`src/rtl/piso_tx.sv`:
```
// ---------------------------------------------------------------------------
// piso_tx : parallel-in / serial-out transmitter
//
// Takes a WIDTH-bit word on the ld/rdy handshake and sends it one bit per
// clock on sout. sval marks every valid serial bit. done pulses for one cycle
// after the last bit of a frame.
//
// Optional feature (compile-time macro PISO_PARITY_EN):
//   When defined, an even-parity bit of the loaded word follows the data bits
//   (state PAR, sval=1), so a frame is one cycle longer.
//   When undefined, there is no PAR state and no parity register.
//
// Parameters
//   WIDTH       data word width, WIDTH >= 2
//   MSB_FIRST   1: din[WIDTH-1] goes out first, 0: din[0] goes out first
//
// Ports
//   clk          in   clock, all logic on posedge
//   clr_n        in   asynchronous active-low reset
//   din          in   parallel word, sampled only on an accepted load
//   ld           in   load request
//   rdy          out  high only in IDLE
//   sout         out  serial data bit
//   sval         out  high while sout carries a valid bit
//   done         out  one-cycle pulse after the final bit
//   dbg_state_o  out  current FSM state (IDLE=0, SHIFT=1, PAR=2, DONE=3)
//
// Handshake: a word is accepted on the rising edge where ld=1 and rdy=1.
// ld while rdy=0 is ignored; nothing is queued. If ld stays high, the next
// word is taken on the first edge at which rdy is high again.
// ---------------------------------------------------------------------------
module piso_tx #(
  parameter int WIDTH     = 16,
  parameter bit MSB_FIRST = 1'b1
) (
  input  logic             clk,
  input  logic             clr_n,
  input  logic [WIDTH-1:0] din,
  input  logic             ld,
  output logic             rdy,
  output logic             sout,
  output logic             sval,
  output logic             done,
  output logic [1:0]       dbg_state_o
);

  localparam int             CW   = $clog2(WIDTH) + 1;
  localparam logic [CW-1:0]  LAST = CW'(WIDTH - 1);

`ifdef PISO_PARITY_EN
  typedef enum logic [1:0] {
    S_IDLE  = 2'd0,
    S_SHIFT = 2'd1,
    S_PAR   = 2'd2,
    S_DONE  = 2'd3
  } state_e;
`else
  typedef enum logic [1:0] {
    S_IDLE  = 2'd0,
    S_SHIFT = 2'd1,
    S_DONE  = 2'd3
  } state_e;
`endif

  state_e            state_q;
  logic [WIDTH-1:0]  shreg_q;
  logic [CW-1:0]     cnt_q;
  logic              rdy_q;
  logic              sout_q;
  logic              sval_q;
  logic              done_q;
`ifdef PISO_PARITY_EN
  logic              par_q;
`endif

  // Shift register after one shift toward the output end, zero-filled.
  logic [WIDTH-1:0]  shreg_d;
  // Bit that will sit at the output end after the shift; sout is registered,
  // so it is loaded with this value one edge ahead of the shift register.
  logic              next_bit_d;
  // Output-end bit of the incoming word, used on the load edge.
  logic              load_bit_d;

  always_comb begin
    shreg_d    = '0;
    next_bit_d = 1'b0;
    load_bit_d = 1'b0;
    if (MSB_FIRST) begin
      shreg_d    = {shreg_q[WIDTH-2:0], 1'b0};
      next_bit_d = shreg_q[WIDTH-2];
      load_bit_d = din[WIDTH-1];
    end else begin
      shreg_d    = {1'b0, shreg_q[WIDTH-1:1]};
      next_bit_d = shreg_q[1];
      load_bit_d = din[0];
    end
  end

  always_ff @(posedge clk or negedge clr_n) begin
    if (!clr_n) begin
      state_q <= S_IDLE;
      shreg_q <= '0;
      cnt_q   <= '0;
      rdy_q   <= 1'b1;
      sout_q  <= 1'b0;
      sval_q  <= 1'b0;
      done_q  <= 1'b0;
`ifdef PISO_PARITY_EN
      par_q   <= 1'b0;
`endif
    end else begin
      case (state_q)
        S_IDLE: begin
          if (ld) begin
            shreg_q <= din;
            cnt_q   <= '0;
            state_q <= S_SHIFT;
            rdy_q   <= 1'b0;
            sval_q  <= 1'b1;
            sout_q  <= load_bit_d;
`ifdef PISO_PARITY_EN
            par_q   <= ^din;
`endif
          end
        end

        S_SHIFT: begin
          shreg_q <= shreg_d;
          cnt_q   <= cnt_q + 1'b1;
          if (cnt_q == LAST) begin
`ifdef PISO_PARITY_EN
            // sval stays high: the parity bit is a valid serial bit.
            state_q <= S_PAR;
            sout_q  <= par_q;
`else
            state_q <= S_DONE;
            sval_q  <= 1'b0;
            sout_q  <= 1'b0;
            done_q  <= 1'b1;
`endif
          end else begin
            sout_q <= next_bit_d;
          end
        end

`ifdef PISO_PARITY_EN
        S_PAR: begin
          state_q <= S_DONE;
          sval_q  <= 1'b0;
          sout_q  <= 1'b0;
          done_q  <= 1'b1;
        end
`endif

        S_DONE: begin
          state_q <= S_IDLE;
          done_q  <= 1'b0;
          rdy_q   <= 1'b1;
        end

        default: begin
          state_q <= S_IDLE;
          rdy_q   <= 1'b1;
          sout_q  <= 1'b0;
          sval_q  <= 1'b0;
          done_q  <= 1'b0;
        end
      endcase
    end
  end

  assign rdy         = rdy_q;
  assign sout        = sout_q;
  assign sval        = sval_q;
  assign done        = done_q;
  assign dbg_state_o = state_q;

endmodule

```
`config.mk`:
```
export PLATFORM = sky130hd
export DESIGN_NAME = piso_tx
export DESIGN_NICKNAME = d
export VERILOG_FILES = /design/src/rtl/piso_tx.sv
export SDC_FILE = /design/constraint.sdc
export NUM_CORES = 1
export LEC_CHECK = 0
export CAP_MARGIN = 20
export CORE_MARGIN = 2
export CORE_UTILIZATION = 53
export DETAILED_ROUTE_END_ITERATION = 7
export GPL_TIMING_DRIVEN = 0
export PLACE_DENSITY = 0.79
export SLEW_MARGIN = 15
export SYNTH_ARGS = -nofsm -noshare
export SYNTH_HDL_FRONTEND = slang
export SYNTH_SLANG_ARGS = --single-unit
```
`constraint.sdc`:
```
create_clock -name clk -period 2.6 [get_ports clk]
set_clock_uncertainty 0.15 [all_clocks]
set_input_delay 0.26 -clock clk [delete_from_list [all_inputs] [get_ports clk]]
set_output_delay 0.26 -clock clk [all_outputs]
set_load 0.02 [all_outputs]
```
Yosys cells after proc, flatten, opt, wreduce, memory -nomap -nowiden
Index checks and enable logic that the tools add are counted.
{ "totals": {"word_cells": 41, "inputBits": 19, "regBits": 26} }
{ "op_classes": {"n_eq_ne": 5, "n_bitwise": 3, "muxes": 17, "reduce_logical": 8, "n_addsub": 1} }
{ "ops": {"columns": ["cell", "n"], "rows": [
  ["case mux 15 bit (2 select lines)", 1],
  ["2-to-1 mux 15 bit", 1],
  ["case mux 5 bit (2 select lines)", 1],
  ["AND reduction 2 bit", 5],
  ["2-to-1 mux 1 bit", 6],
  ["case mux 1 bit (3 select lines)", 2],
  ["adder 5 x 1 -> 5 bit (second input constant)", 1],
  ["equality test 5 x 4 -> 1 bit (second input constant)", 1],
  ["2-to-1 mux 5 bit", 1],
  ["2-to-1 mux 2 bit", 2],
  ["!= test 2 bit (second input constant)", 2],
  ["case mux 1 bit (2 select lines)", 2],
  ["case mux 2 bit (2 select lines)", 1],
  ["inverter 1 bit", 3],
  ["AND reduction 3 bit", 1],
  ["equality test 2 x 1 -> 1 bit (second input constant)", 1],
  ["equality test 2 bit (second input constant)", 1],
  ["zero test 2 bit", 1],
  ["nonzero test 2 bit", 1]
]} }

Logic depth before layout (Yosys ltp)
Gate-level depths: netlist (run 1).
{ "depth": {"ltp_word": 3, "ltp_mapped": 6, "mapped_depth_nobuf": 6} }

Worst setup path before layout (run 1)
OpenSTA, ideal clock, no wires.
{ "synth_path": {"path_type": "reg-to-reg", "startpoint": "register state_q[0] (netlist: dbg_state_o[0])", "endpoint": "register shreg_q[11]", "n_path_buf": 3, "stages_incl_launch_ff": 7, "setup_slack_ps": 1083, "setup_time_ps": 124, "arrival_ps": 1243, "cell_sequence": "dfrtp_1 -> buf_6 -> nor2b_4 -> buf_6 -> buf_12 -> mux2i_1 -> o21ai_1"} }
{ "synth_via": {"elab_chain_len": 3, "word_cells_on_any_way": 6, "classes_between": "eq/ne: 2; mux: 1; reduce/logical: 3"} }
{ "synth_lines": {"columns": ["element", "line_no", "rtl"], "rows": [
  ["start, declared", "65", "state_e state_q;"],
  ["start signal, assigned", "101", "state_q <= S_IDLE;"],
  ["start signal, assigned", "117", "state_q <= S_SHIFT;"],
  ["start signal, assigned", "136", "state_q <= S_DONE;"],
  ["equality test 2 x 1 -> 1 bit / zero test 2 bit (equally long branches)", "112", "case (state_q)"],
  ["nonzero test 2 bit (no line) / != test 2 bit (equally long branches)", null, null],
  ["AND reduction 2 bit (no line)", null, null],
  ["end signal, assigned", "115", "shreg_q <= din;"],
  ["end signal, assigned", "128", "shreg_q <= shreg_d;"],
  ["end, declared", "66", "logic [WIDTH-1:0] shreg_q;"]
]} }
Parallel ways exist; a longest one is shown, timed or not.
A chain may end at the register's enable or synchronous reset.

Worst setup path after layout (run 1)
{ "layout_path": {"startpoint": "register rdy_q (netlist: rdy)", "endpoint": "output rdy"} }
{ "layout_lines": {"columns": ["element", "line_no", "rtl"], "rows": [
  ["start, declared", "68", "logic rdy_q;"],
  ["start signal, assigned", "104", "rdy_q <= 1'b1;"],
  ["start signal, assigned", "118", "rdy_q <= 1'b0;"],
  ["start signal, assigned", "158", "rdy_q <= 1'b1;"],
  ["end, declared", "40", "output logic rdy,"]
]} }
No word-level cell between the ends.

==> results of run 1 <==
-- through the flow --
| stage | utilization, % | hold slack (ns) | total power, W | worst slack [ns] | std cells |
|---|---|---|---|---|---|
| after floorplan | - | -0.186 | 0.00116 | 1.08 | 114 |
| after CTS | 70.3 | 0.0951 | 0.00156 | 0.720 | 171 |
| after global routing | 70.3 | 0.111 | 0.00167 | 0.693 | 171 |
| final | 70.3 | 0.0876 | 0.00154 | 0.734 | 171 |
| after detailed placement | 69.1 | 0.327 | 0.00139 | 0.701 | 167 |
| after global placement | 68.4 | 0.313 | 0.00134 | 0.727 | 166 |
-- flip-flops by register name, indices dropped and copies added, names as in the netlist --
register / count
done: 1
dbg_state_o: 2
cnt_q: 5
rdy: 1
sval: 1
shreg_q: 15
sout: 1
-- final timing paths --
path / start / endpoint / slack, ns / cells after the start
min: clr_n / shreg_q[0] / 0.09 / 1
max: rdy / rdy / 0.73 / 1
max in group asynchronous: clr_n / cnt_q[0] / 1.74 / 2
min in group clk: rdy / rdy / 0.34 / 2
max reg2reg: cnt_q[0] / sout / 0.96 / 6
min reg2reg: rdy / rdy / 0.34 / 2
-- worst reg2reg max path: cells and delay by family (launching register included) --
family / cells / cell delay, ns
adders and majority gates: 2 / 0.39
AOI/OAI and AO/OA: 2 / 0.37
DFF: 1 / 0.42
and+or+nand+nor: 2 / 0.22
-- per-layer routing --
metal | vias up | wire length, um | global-route usage [%]
li1 | 446 | - | -
met1 | 431 | 1020 | 24.4
met2 | 30 | 1070 | 37.1
met3 | 4 | 137 | 2.87
met4 | 0 | 29 | 7.89
met5 | - | 0 | 0
-- logic make-up (layout without fill, tap and decap cells) --
logic type | Yosys count | after routing | synth area share, %
AO/OA/AOI/OAI | 29 | 29 | 13.8
XOR/XNOR | 1 | 1 | 0.716
adder cells (fa/ha/maj) | 2 | 2 | 2.04
buffers and inverters | 12 | 41 | 7.16
flip-flops | 26 | 26 | 53.3
multiplexers | 16 | 16 | 13.2
AND/OR/NAND/NOR | 28 | 28 | 9.81
-- power groups by stage --
stage / clock network [W] / registers [W] / logic (W)
2_1_floorplan: 0 / 0.000697 / 0.000464
3_3_place_gp: 0 / 0.000665 / 0.000675
3_5_place_dp: 0 / 0.000676 / 0.000709
4_1_cts: 0.000178 / 0.000667 / 0.000713
5_1_grt: 0.000193 / 0.000686 / 0.000786
6_report: 0.000172 / 0.000667 / 0.000701
-- final cells by class --
type / instances / area (sq um) / share of cell area, %
sequential: 26 / 652 / 42.3
multi-input combinational: 76 / 484 / 31.4
timing repair buffer: 25 / 255 / 16.6
buffer: 7 / 68.8 / 4.47
tap: 28 / 35.0 / 2.27
clock buffer: 4 / 26.3 / 1.71
inverter: 5 / 18.8 / 1.22
-- cell usage in the layout, fill, tap and decap left out --
| cell | count |
|---|---|
| sky130_fd_sc_hd__nand3_1 | 1 |
| sky130_fd_sc_hd__a2bb2oi_1 | 1 |
| sky130_fd_sc_hd__dfstp_2 | 1 |
| sky130_fd_sc_hd__buf_8 | 1 |
| sky130_fd_sc_hd__nor2_1 | 4 |
| sky130_fd_sc_hd__a21o_2 | 1 |
| sky130_fd_sc_hd__o21ai_1 | 9 |
| sky130_fd_sc_hd__a21oi_1 | 2 |
| sky130_fd_sc_hd__mux2_2 | 1 |
| sky130_fd_sc_hd__a22o_1 | 3 |
| sky130_fd_sc_hd__o21bai_1 | 1 |
| sky130_fd_sc_hd__o22ai_1 | 2 |
| sky130_fd_sc_hd__ha_1 | 2 |
| sky130_fd_sc_hd__nor2b_4 | 1 |
| sky130_fd_sc_hd__buf_6 | 3 |
| sky130_fd_sc_hd__clkbuf_2 | 1 |
| sky130_fd_sc_hd__and3_1 | 1 |
| sky130_fd_sc_hd__xor2_1 | 1 |
| sky130_fd_sc_hd__inv_1 | 5 |
| sky130_fd_sc_hd__clkdlybuf4s50_1 | 24 |
| sky130_fd_sc_hd__clkbuf_4 | 3 |
| sky130_fd_sc_hd__o21ai_0 | 10 |
| sky130_fd_sc_hd__clkbuf_1 | 1 |
| sky130_fd_sc_hd__mux2i_1 | 15 |
| sky130_fd_sc_hd__dfrtp_1 | 25 |
| sky130_fd_sc_hd__nand2_1 | 20 |
| sky130_fd_sc_hd__buf_12 | 1 |
| sky130_fd_sc_hd__buf_2 | 2 |
| sky130_fd_sc_hd__nor3_1 | 1 |
==> results.ini, run 1 <==
[status]
outcome=complete, no violations

[synthesis]
synth_edf_count=0
syn_avg_cell_area_sq_um=10.7
synth_area_leader_cell=sky130_fd_sc_hd__dfrtp_1
total_standard_cell_area_after_synthesis_sq_um=1220
synthFlopType=sky130_fd_sc_hd__dfrtp_1
synth.area.top_cells=sky130_fd_sc_hd__dfrtp_1 (51%), sky130_fd_sc_hd__mux2i_1 (12%), sky130_fd_sc_hd__nand2_1 (6.1%)
synthTopCellsByCount=sky130_fd_sc_hd__dfrtp_1 (25), sky130_fd_sc_hd__nand2_1 (20), sky130_fd_sc_hd__mux2i_1 (15), sky130_fd_sc_hd__o21ai_0 (10), sky130_fd_sc_hd__o21ai_1 (9)
yosysWarningCount=0
ys_ff_latch=26
synth.yosys.seq_area_share_pct=53.3
post_synthesis_cell_type_count=25
yosys.cell_count.top_type=sky130_fd_sc_hd__dfrtp_1
post_synth_inst_count=114
synth-async-reset-ratio_pct=100
synthesis.nets=135
synth_top_cell_area_share_pct=51.1

[pwr]
share_clk_of_total_power_pct=11.1
internal_power_w=0.000993
p_leak_nw=0.773
p_sw_share_pct=35.5
pwr_density_cell_nw_per_um2=1000
power.net_switching_w=0.000547
peakVddDrop_mv=0.620
sequentialPowerShare_pct=43.3
p_comb_share_pct=45.5

[global_routing]
first_global_vias=984
grt_first_pass_wirelength_um=4070
grt_overflow_total=0
grt_start_max_net_pins=19
grtUsageTotal_pct=20.5
number_of_antenna_violations_at_the_first_check_in_global_routing=0

[layout]
n_antenna_cell=0
area_of_all_placed_cells_without_fillers_sq_um=1540
area_delta_synth_final_pct=25.9
num-fill-cells=171
drive_above_1_share_pct=10.5
finish.net_count=165

[critical_path]
timing.critical_path.from_type=flop
worst-path-max-fanout=2
crit_type=reg -> out
cell_by_cell_trace_of_the_critical_path=clkdlybuf4s50_1
cp_slowest_stage_delay_ns=0.60
critPathSlowestCell=sky130_fd_sc_hd__clkdlybuf4s50_1
critical_path_sink_type=primary output
path_delay_family=buffers and inverters
arrival_time_reported_for_the_critical_path_endpoint_ns=1.46
cp.buffers_inverters=1
critPathRequiredTime_ns=2.19

[drt]
route.antenna.remaining_nets=0
detail_route.iter0.violations=10
detail_route.drc_violations=0
drt-pass1-iter-count=4
via_per_instance_ratio=5.33
avgRoutedWirePerCell_um=13.2
routed-via-count=911
finalWirelength_um=2260

[timing]
timing.setup.tns_ns=0
setup_viol=0
period_minus_slack_ns=1.87
worstMarginPinSlew_ns=0.442
timing.final.max_slew_violations=0
max_freq_mhz=536
rsz_0062_raised_after_global_routing=no
hold_viol=0
final_min_period_over_clock_period_pct=71.8
slew-limit-headroom_pct=70.5

[cts]
clock-root-buffer=sky130_fd_sc_hd__clkbuf_4
postCtsSetupRepairBufs=0
cts.repair.resized=0
clockBufferDepth=2
cts.hold.buffers_added=0
cts_tree=built
clk_transition_reported_paths_ns=0.13
clock_latency_ns=0.31
cts_num_sinks=26
cts_htree_levels=1
cts_inserted_buffers=3

[floorplan]
core.rowCount=17
die_w_um=52.1
io_count=25
fp.coreArea_sq_um=2190
initial_core_util_pct=55.9
die_y_um=52.1
die_area_sq_um=2710

[run]
max_cap_violations=0

[min_path]
hp-class=in -> async

[placed_design]
placement.cell_area_sq_um=1510
portBuffers=24
detailed_place_hpwl_um=1690
gp_routability_congestion=0.761

Note: power is estimated with default switching activity, not from simulation.
==> run 2, diff against run 1 <==
--- a/config.mk
+++ b/config.mk
@@ -7,10 +7,10 @@
 export LEC_CHECK = 0
 export CAP_MARGIN = 20
 export CORE_MARGIN = 2
-export CORE_UTILIZATION = 53
+export CORE_UTILIZATION = 45
 export DETAILED_ROUTE_END_ITERATION = 7
 export GPL_TIMING_DRIVEN = 0
-export PLACE_DENSITY = 0.79
+export PLACE_DENSITY = 0.71
 export SLEW_MARGIN = 15
 export SYNTH_ARGS = -nofsm -noshare
 export SYNTH_HDL_FRONTEND = slang
==> constraint.sdc (replaced) <==
create_clock -name clk -period 1.5 [get_ports clk]
set_clock_uncertainty 0.15 [all_clocks]
set_input_delay 0.15 -clock clk [delete_from_list [all_inputs] [get_ports clk]]
set_output_delay 0.15 -clock clk [all_outputs]
set_load 0.02 [all_outputs]
==> run 2 against run 1 <==
Compared with the run above:
- clock power rose to 2.8 times the previous value
- critical endpoint is now sout
- flip-flop and latch count stayed put
- final cell count increased by 8.8%
- combinational power up 110%
- non-clock buffer count is 13 higher
- register-to-register slack worse by 0.98 ns
- global-route usage down 3.5 points
- via count up 4.4%
- design area is 12% higher
- worst hold slack worse by 0.053 ns
- the run now ends with setup timing left
- first-iteration DRC count rose by 10%
==> results.ini, run 2 (synthesized netlist as in run 1, its figures left out) <==
[pwr]
p_leak_nw=0.878  ; was 0.773 nW
power.total_w=0.00308  ; was 0.00154 W
peakVddDrop_mv=1.09  ; was 0.620 mV
pwr_density_cell_nw_per_um2=1790  ; was 1000 nW/um^2

[critical_path]
crit_type=reg -> reg  ; was reg -> out
timing.rr.start=cnt_q[0]  ; unchanged
timing.rr.end=sout  ; unchanged
crit_end=sout  ; was rdy
arrival_time_reported_for_the_critical_path_endpoint_ns=1.60  ; was 1.46 ns
r2r.worst_path.cells=6  ; unchanged
critPathRequiredTime_ns=1.58  ; was 2.19 ns
worst-path-max-fanout=3  ; was 2
startpoint=cnt_q[0]  ; was rdy
critical_path_sink_type=flop  ; was primary output
timing.critical_path.from_type=flop  ; unchanged
ff2ff_setup_slack_ns=-0.02  ; was 0.96 ns

[drt]
route.antenna.remaining_nets=0  ; unchanged
detail_route.iter0.violations=11  ; was 10
via_per_instance_ratio=5.11  ; was 5.33
finalWirelength_um=2520  ; was 2260 um
routed-via-count=951  ; was 911
avgRoutedWirePerCell_um=13.5  ; was 13.2 um
drt-pass1-iter-count=4  ; unchanged
detail_route.drc_violations=0  ; unchanged

[timing]
slew-limit-headroom_pct=60.4  ; was 70.5%
max_freq_mhz=659
setup_viol=1  ; was 0
hold_viol=0  ; unchanged
worstMarginPinSlew_ns=0.592  ; was 0.442 ns
final_critical_path_setup_slack_ns=-0.0168  ; was 0.734 ns
final_min_period_over_clock_period_pct=101
timing.final.max_slew_violations=0  ; unchanged
rsz_0062_raised_after_global_routing=yes  ; was no
period_minus_slack_ns=1.52
whs_ns=0.0345  ; was 0.0876 ns

[floorplan]
fp.coreArea_sq_um=2520  ; was 2190 sq um
initial_core_util_pct=48.5  ; was 55.9%
die_area_sq_um=3150  ; was 2710 sq um
core.rowCount=18  ; was 17
die_w_um=56.1  ; was 52.1 um
io_count=25  ; unchanged
die_y_um=56.1  ; was 52.1 um

[placed_design]
gp_routability_congestion=0.706  ; was 0.761
detailed_place_hpwl_um=1700  ; was 1690 um
portBuffers=24  ; unchanged
placement.cell_area_sq_um=1530  ; was 1510 sq um

[layout]
area_used_by_multi_input_combinational_logic_sq_um=508  ; was 484 sq um
registers.top_by_ff_count=shreg_q  ; unchanged
area_delta_synth_final_pct=40.5  ; was 25.9%
n_antenna_cell=0  ; unchanged
num-fill-cells=206  ; was 171
finish.net_count=178  ; was 165
area_of_all_placed_cells_without_fillers_sq_um=1720  ; was 1540 sq um
drive_above_1_share_pct=22.4  ; was 10.5%
layout.cells.most_common_list=sky130_fd_sc_hd__dfrtp_1 (24), sky130_fd_sc_hd__nand2_1 (20), sky130_fd_sc_hd__clkdlybuf4s50_1 (18)  ; was sky130_fd_sc_hd__dfrtp_1 (25), sky130_fd_sc_hd__clkdlybuf4s50_1 (24), sky130_fd_sc_hd__nand2_1 (20)
largest_register_ff_count=15  ; unchanged
most_common_library_cell_in_the_layout_ignoring_fill_and_taps=sky130_fd_sc_hd__dfrtp_1  ; unchanged
regArea_sq_um=653  ; was 652 sq um
postLayoutCoreUtil_pct=68.2  ; was 70.3%

[cts]
clock_latency_ns=0.32  ; was 0.31 ns
cts_inserted_buffers=3  ; unchanged
cts_tree=built  ; unchanged
cts_num_sinks=26  ; unchanged
clockBufferDepth=2  ; unchanged
cts_htree_levels=1  ; unchanged
clk_transition_reported_paths_ns=0.14  ; was 0.13 ns
clock-root-buffer=sky130_fd_sc_hd__clkbuf_4  ; unchanged

[global_routing]
grt_overflow_total=0  ; unchanged
first_global_vias=960  ; was 984
grt_first_pass_wirelength_um=4220  ; was 4070 um
number_of_antenna_violations_at_the_first_check_in_global_routing=0  ; unchanged
grtUsageTotal_pct=17.0  ; was 20.5%
grt_start_max_net_pins=18  ; was 19

[status]
outcome=finished, violations left  ; was complete, no violations
violations=setup timing

[min_path]
hp-class=in -> async  ; unchanged

[run]
max_cap_violations=0  ; unchanged

-- run 2: metal layers --
metal	GRT usage [%]	wire (um)	vias to the layer above	part of all wire, %
li1	-	-	471	-
met1	21.4	1090	449	43
met2	28.9	1260	25	50
met3	2.79	121	6	4.8
met4	7.14	46	0	1.8
met5	0	0	-	0
-- run 2: area by class of cell --
cell class | instances | area share, %
clock inverters | 1 | 1.75
repair buffers | 38 | 21.8
flip-flops and latches | 26 | 38.0
plain buffers | 7 | 4.29
well taps | 30 | 2.18
multi-input cells | 76 | 29.5
clock buffers | 3 | 1.31
inverters | 5 | 1.09
-- run 2: worst max-delay path, stage by stage (launching register included) --
cell                      delay [ns]
sky130_fd_sc_hd__dfrtp_1        0.39
sky130_fd_sc_hd__ha_2           0.18
sky130_fd_sc_hd__and3_4         0.19
sky130_fd_sc_hd__ha_4           0.13
sky130_fd_sc_hd__nor2_1         0.04
sky130_fd_sc_hd__a22o_1         0.17
sky130_fd_sc_hd__a21o_2         0.18
-- run 2: power breakdown --
part	switching [W]	internal [W]
registers	0.000162	0.000989
clock network	0.000206	0.000270
logic	0.000654	0.000795
total	0.00102	0.00205
-- run 2: how the worst min path moves through the flow --
| stage | start | endpoint | cells past startpoint |
|---|---|---|---|
| floorplan | clr_n | cnt_q[0] | 0 |
| global placement | shreg_q[1] | shreg_q[1] | 2 |
| detailed placement | shreg_q[13] | shreg_q[13] | 2 |
| CTS | clr_n | shreg_q[8] | 1 |
| global route | clr_n | shreg_q[8] | 1 |
| finish | clr_n | shreg_q[0] | 1 |
-- run 2: timing repair --
action	4_1_cts	5_1_grt
gates cloned	0	1
pin swaps	1	4
setup buffers	7	5
resized for setup	12	7
hold buffers	0	0
endpoints found under the setup margin	20	13
-- run 2: stage by stage --
step | setup slack (ns) | TNS, ns | instances
after detailed placement | -0.285 | -4.09 | 169
after global placement | -0.270 | -8.46 | 168
final | -0.0168 | -0.0168 | 186
after floorplan | 0.000500 | 0 | 114
after global routing | -0.0845 | -0.149 | 186
after CTS | -0.0371 | -0.0371 | 180
==> run 3, diff against run 2 <==
==> config.mk (replaced) <==
export PLATFORM = sky130hd
export DESIGN_NAME = piso_tx
export DESIGN_NICKNAME = d
export VERILOG_FILES = /design/src/rtl/piso_tx.sv
export SDC_FILE = /design/constraint.sdc
export NUM_CORES = 1
export LEC_CHECK = 0
export ABC_AREA = 1
export CAP_MARGIN = 20
export CORE_MARGIN = 4
export CORE_UTILIZATION = 46
export DETAILED_ROUTE_END_ITERATION = 7
export GPL_TIMING_DRIVEN = 0
export PLACE_DENSITY = 0.72
export SLEW_MARGIN = 20
export SYNTH_ARGS = -nofsm -noshare
export SYNTH_HDL_FRONTEND = slang
export SYNTH_SLANG_ARGS = --single-unit
==> run 3 against run 2 <==
Compared with the run above:
- the run now ends clean
- critical endpoint is now sval
- design area shrank 2.0%
- first-iteration DRC count grew to 5.1 times the previous value
- combinational power rose by 19%
- area after synthesis up 6.4%
- power grew 6.9%
- die area increased by 19%
- via count increased by 19%
- critical path depth is 3 higher
- non-clock buffer count down 11
==> results.ini, run 3 <==
[cts]
cts_num_sinks=26  ; unchanged
cts_tree=built  ; unchanged
clock-root-buffer=sky130_fd_sc_hd__clkbuf_4  ; unchanged
clock_latency_ns=0.31  ; was 0.32 ns
cts_htree_levels=1  ; unchanged
cts_inserted_buffers=3  ; unchanged
clk_transition_reported_paths_ns=0.14  ; about the same
clockBufferDepth=2  ; unchanged

[drt]
detail_route.iter0.violations=56  ; was 11
route.antenna.remaining_nets=0  ; unchanged
routed-via-count=1133  ; was 951
via_per_instance_ratio=4.80  ; was 5.11
drt-pass1-iter-count=4  ; unchanged
finalWirelength_um=2640  ; was 2520 um
avgRoutedWirePerCell_um=11.2  ; was 13.5 um
detail_route.drc_violations=0  ; unchanged

[pwr]
p_leak_nw=0.920  ; was 0.878 nW
pwr_density_cell_nw_per_um2=1950  ; was 1790 nW/um^2
p_sw_share_pct=42.9  ; was 33.2%
peakVddDrop_mv=1.13  ; was 1.09 mV
sequentialPowerShare_pct=36.8  ; was 37.4%
share_clk_of_total_power_pct=10.6  ; was 15.5%
p_comb_share_pct=52.7  ; was 47.1%
power.net_switching_w=0.00141  ; was 0.00102 W
internal_power_w=0.00188  ; was 0.00205 W

[synthesis]
synth_compound_area_share_pct=2.88  ; was 13.8%
yosys-mux-area-fraction_pct=0  ; was 13.2%
combinational_family_with_the_most_area_after_synthesis=simple AND/OR/NAND/NOR gates  ; was compound AO/OA/AOI/OAI gates
ys_ff_latch=26  ; unchanged
synth_top_cell_area_share_pct=48.0  ; was 51.1%
synthFlopType=sky130_fd_sc_hd__dfrtp_1  ; unchanged
synth_area_leader_cell=sky130_fd_sc_hd__dfrtp_1  ; unchanged
synth.yosys.seq_area_share_pct=50.0  ; was 53.3%
synthTopCellsByCount=sky130_fd_sc_hd__nand2_1 (110), sky130_fd_sc_hd__dfrtp_1 (25), sky130_fd_sc_hd__nor2_1 (7), sky130_fd_sc_hd__inv_1 (6), sky130_fd_sc_hd__buf_6 (4)  ; was sky130_fd_sc_hd__dfrtp_1 (25), sky130_fd_sc_hd__nand2_1 (20), sky130_fd_sc_hd__mux2i_1 (15), sky130_fd_sc_hd__o21ai_0 (10), sky130_fd_sc_hd__o21ai_1 (9)
yosysWarningCount=0  ; unchanged
post_synth_and_or_nand_nor_area_fraction_pct=39.4  ; was 9.82%
post_synth_adder_cell_area_pct=1.92  ; was 2.04%
synth-async-reset-ratio_pct=100  ; unchanged
synth.area.top_cells=sky130_fd_sc_hd__dfrtp_1 (48%), sky130_fd_sc_hd__nand2_1 (32%), sky130_fd_sc_hd__buf_6 (3.5%)  ; was sky130_fd_sc_hd__dfrtp_1 (51%), sky130_fd_sc_hd__mux2i_1 (12%), sky130_fd_sc_hd__nand2_1 (6.1%)
syn_avg_cell_area_sq_um=7.62  ; was 10.7 sq um
post_synthesis_cell_type_count=18  ; was 25
synth_edf_count=0  ; unchanged
total_standard_cell_area_after_synthesis_sq_um=1300  ; was 1220 sq um
synth_xor_area_share_pct=0  ; was 0.716%
yosys.cell_count.top_type=sky130_fd_sc_hd__nand2_1  ; was sky130_fd_sc_hd__dfrtp_1
synthesis.nets=192  ; was 135
post_synth_inst_count=171  ; was 114

[floorplan]
die_area_sq_um=3750  ; was 3150 sq um
fp.coreArea_sq_um=2730  ; was 2520 sq um
core.rowCount=19  ; was 18
initial_core_util_pct=47.6  ; was 48.5%
die_w_um=61.2  ; was 56.1 um
io_count=25  ; unchanged
die_y_um=61.2  ; was 56.1 um

[critical_path]
ff2ff_setup_slack_ns=0.004  ; was -0.02 ns
cell_by_cell_trace_of_the_critical_path=ha_4, nand2_2, nor2_2, ha_2, inv_2, o21ai_2, nand2_1, nand2_1, nand2_1  ; was ha_2, and3_4, ha_4, nor2_1, a22o_1, a21o_2
cp_common_cell=sky130_fd_sc_hd__nand2_1
arrival_time_reported_for_the_critical_path_endpoint_ns=1.56  ; was 1.60 ns
crit_type=reg -> reg  ; unchanged
critical_path_sink_type=flop  ; unchanged
worst-path-max-fanout=2  ; was 3
path_delay_family=flip-flops  ; unchanged
critPathRequiredTime_ns=1.56  ; was 1.58 ns
timing.critical_path.from_type=flop  ; unchanged
cp.buffers_inverters=1  ; was 0
cp_slowest_stage_delay_ns=0.43  ; was 0.39 ns
critPathSlowestCell=sky130_fd_sc_hd__dfrtp_1  ; unchanged

[timing]
slew-limit-headroom_pct=62.0  ; was 60.4%
setup_viol=0  ; was 1
hold_viol=0  ; unchanged
rsz_0062_raised_after_global_routing=yes  ; unchanged
timing.setup.tns_ns=0  ; was -0.0168 ns
final_min_period_over_clock_period_pct=99.7  ; was 101%
whs_ns=0.196  ; was 0.0345 ns
period_minus_slack_ns=1.50  ; was 1.52 ns
timing.final.max_slew_violations=0  ; unchanged
worstMarginPinSlew_ns=0.569  ; was 0.592 ns
max_freq_mhz=668  ; was 659 MHz

[global_routing]
number_of_antenna_violations_at_the_first_check_in_global_routing=0  ; unchanged
grt_overflow_total=0  ; unchanged
grt_start_max_net_pins=27  ; was 18
first_global_vias=1029  ; was 960
grt_first_pass_wirelength_um=4430  ; was 4220 um
grtUsageTotal_pct=15.7  ; was 17.0%

[placed_design]
portBuffers=24  ; unchanged
detailed_place_hpwl_um=1870  ; was 1700 um
placed_insts=226  ; was 169
gp_routability_congestion=0.775  ; was 0.706

[layout]
most_common_library_cell_in_the_layout_ignoring_fill_and_taps=sky130_fd_sc_hd__nand2_1  ; was sky130_fd_sc_hd__dfrtp_1
registers.top_by_ff_count=shreg_q  ; unchanged
layout.cells.most_common_list=sky130_fd_sc_hd__nand2_1 (108), sky130_fd_sc_hd__dfrtp_1 (22), sky130_fd_sc_hd__clkdlybuf4s50_1 (17)  ; was sky130_fd_sc_hd__dfrtp_1 (24), sky130_fd_sc_hd__nand2_1 (20), sky130_fd_sc_hd__clkdlybuf4s50_1 (18)
drive_above_1_share_pct=17.6  ; was 22.4%
n_antenna_cell=0  ; unchanged
area_delta_synth_final_pct=29.3  ; was 40.5%
final_cell_count_no_fill=236  ; was 186
largest_register_ff_count=15  ; unchanged
finish.net_count=227  ; was 178

[run]
max_cap_violations=0  ; unchanged

[min_path]
hp-class=in -> async  ; unchanged

[status]
outcome=complete, no violations  ; was finished, violations left

-- run 3: final timing paths --
| check | from | endpoint | cells past startpoint |
|---|---|---|---|
| max | cnt_q[1] | sval | 9 |
| min | clr_n | shreg_q[5] | 2 |
| max reg2reg | cnt_q[1] | sval | 9 |
| min reg2reg | sval | sval | 2 |
| max in group asynchronous | clr_n | dbg_state_o[1] | 2 |
| min in group clk | din[0] | shreg_q[0] | 3 |
-- run 3: kinds of logic after synthesis --
group,count (synthesis)
flops,26
compound gates,4
buf+inv,12
fa+ha+maj,2
simple gates,127
-- run 3: repair_timing --
action,in CTS,in global routing
pin swaps,0,6
setup buffers,3,2
endpoints found under the hold margin,25,0
hold buffers,1,0
setup endpoints to repair,11,15
resized for setup,9,13
-- run 3: power by group through the flow --
stage	clock (W)	combinational (W)	sequential, W
floorplan	0	0.00111	0.00127
global placement	0	0.00158	0.00121
detailed placement	0	0.00164	0.00123
CTS	0.000361	0.00168	0.00119
global route	0.000386	0.00199	0.00124
finish	0.000348	0.00173	0.00121
-- run 3: layout make-up --
cell class	count	area, sq um
inverter	8	30.0
fill	262	1050
tap	31	38.8
clock buffer	4	36.3
buffer	4	45.0
timing repair buffer	30	272
multi-input combinational	133	607
sequential	26	656
-- run 3: metal layers --
| metal | part of all wire [%] | global-route usage [%] | wire length, um |
|---|---|---|---|
| met4 | 1.2 | 4.64 | 32 |
| met2 | 48 | 25.7 | 1280 |
| met1 | 46 | 21.2 | 1220 |
| met3 | 4.2 | 2.73 | 112 |
| met5 | 0 | 0 | 0 |
-- run 3: per-stage QoR --
stage	setup slack [ns]	total power [W]	utilization, %	instance area (sq um)
finish	0.00406	0.00329	61.6	1680
global route	-0.0777	0.00362	61.6	1680
CTS	-0.0302	0.00323	60.0	1640
detailed placement	-0.151	0.00287	57.7	1580
global placement	-0.206	0.00279	57.8	1580
floorplan	0.00705	0.00238	-	1300
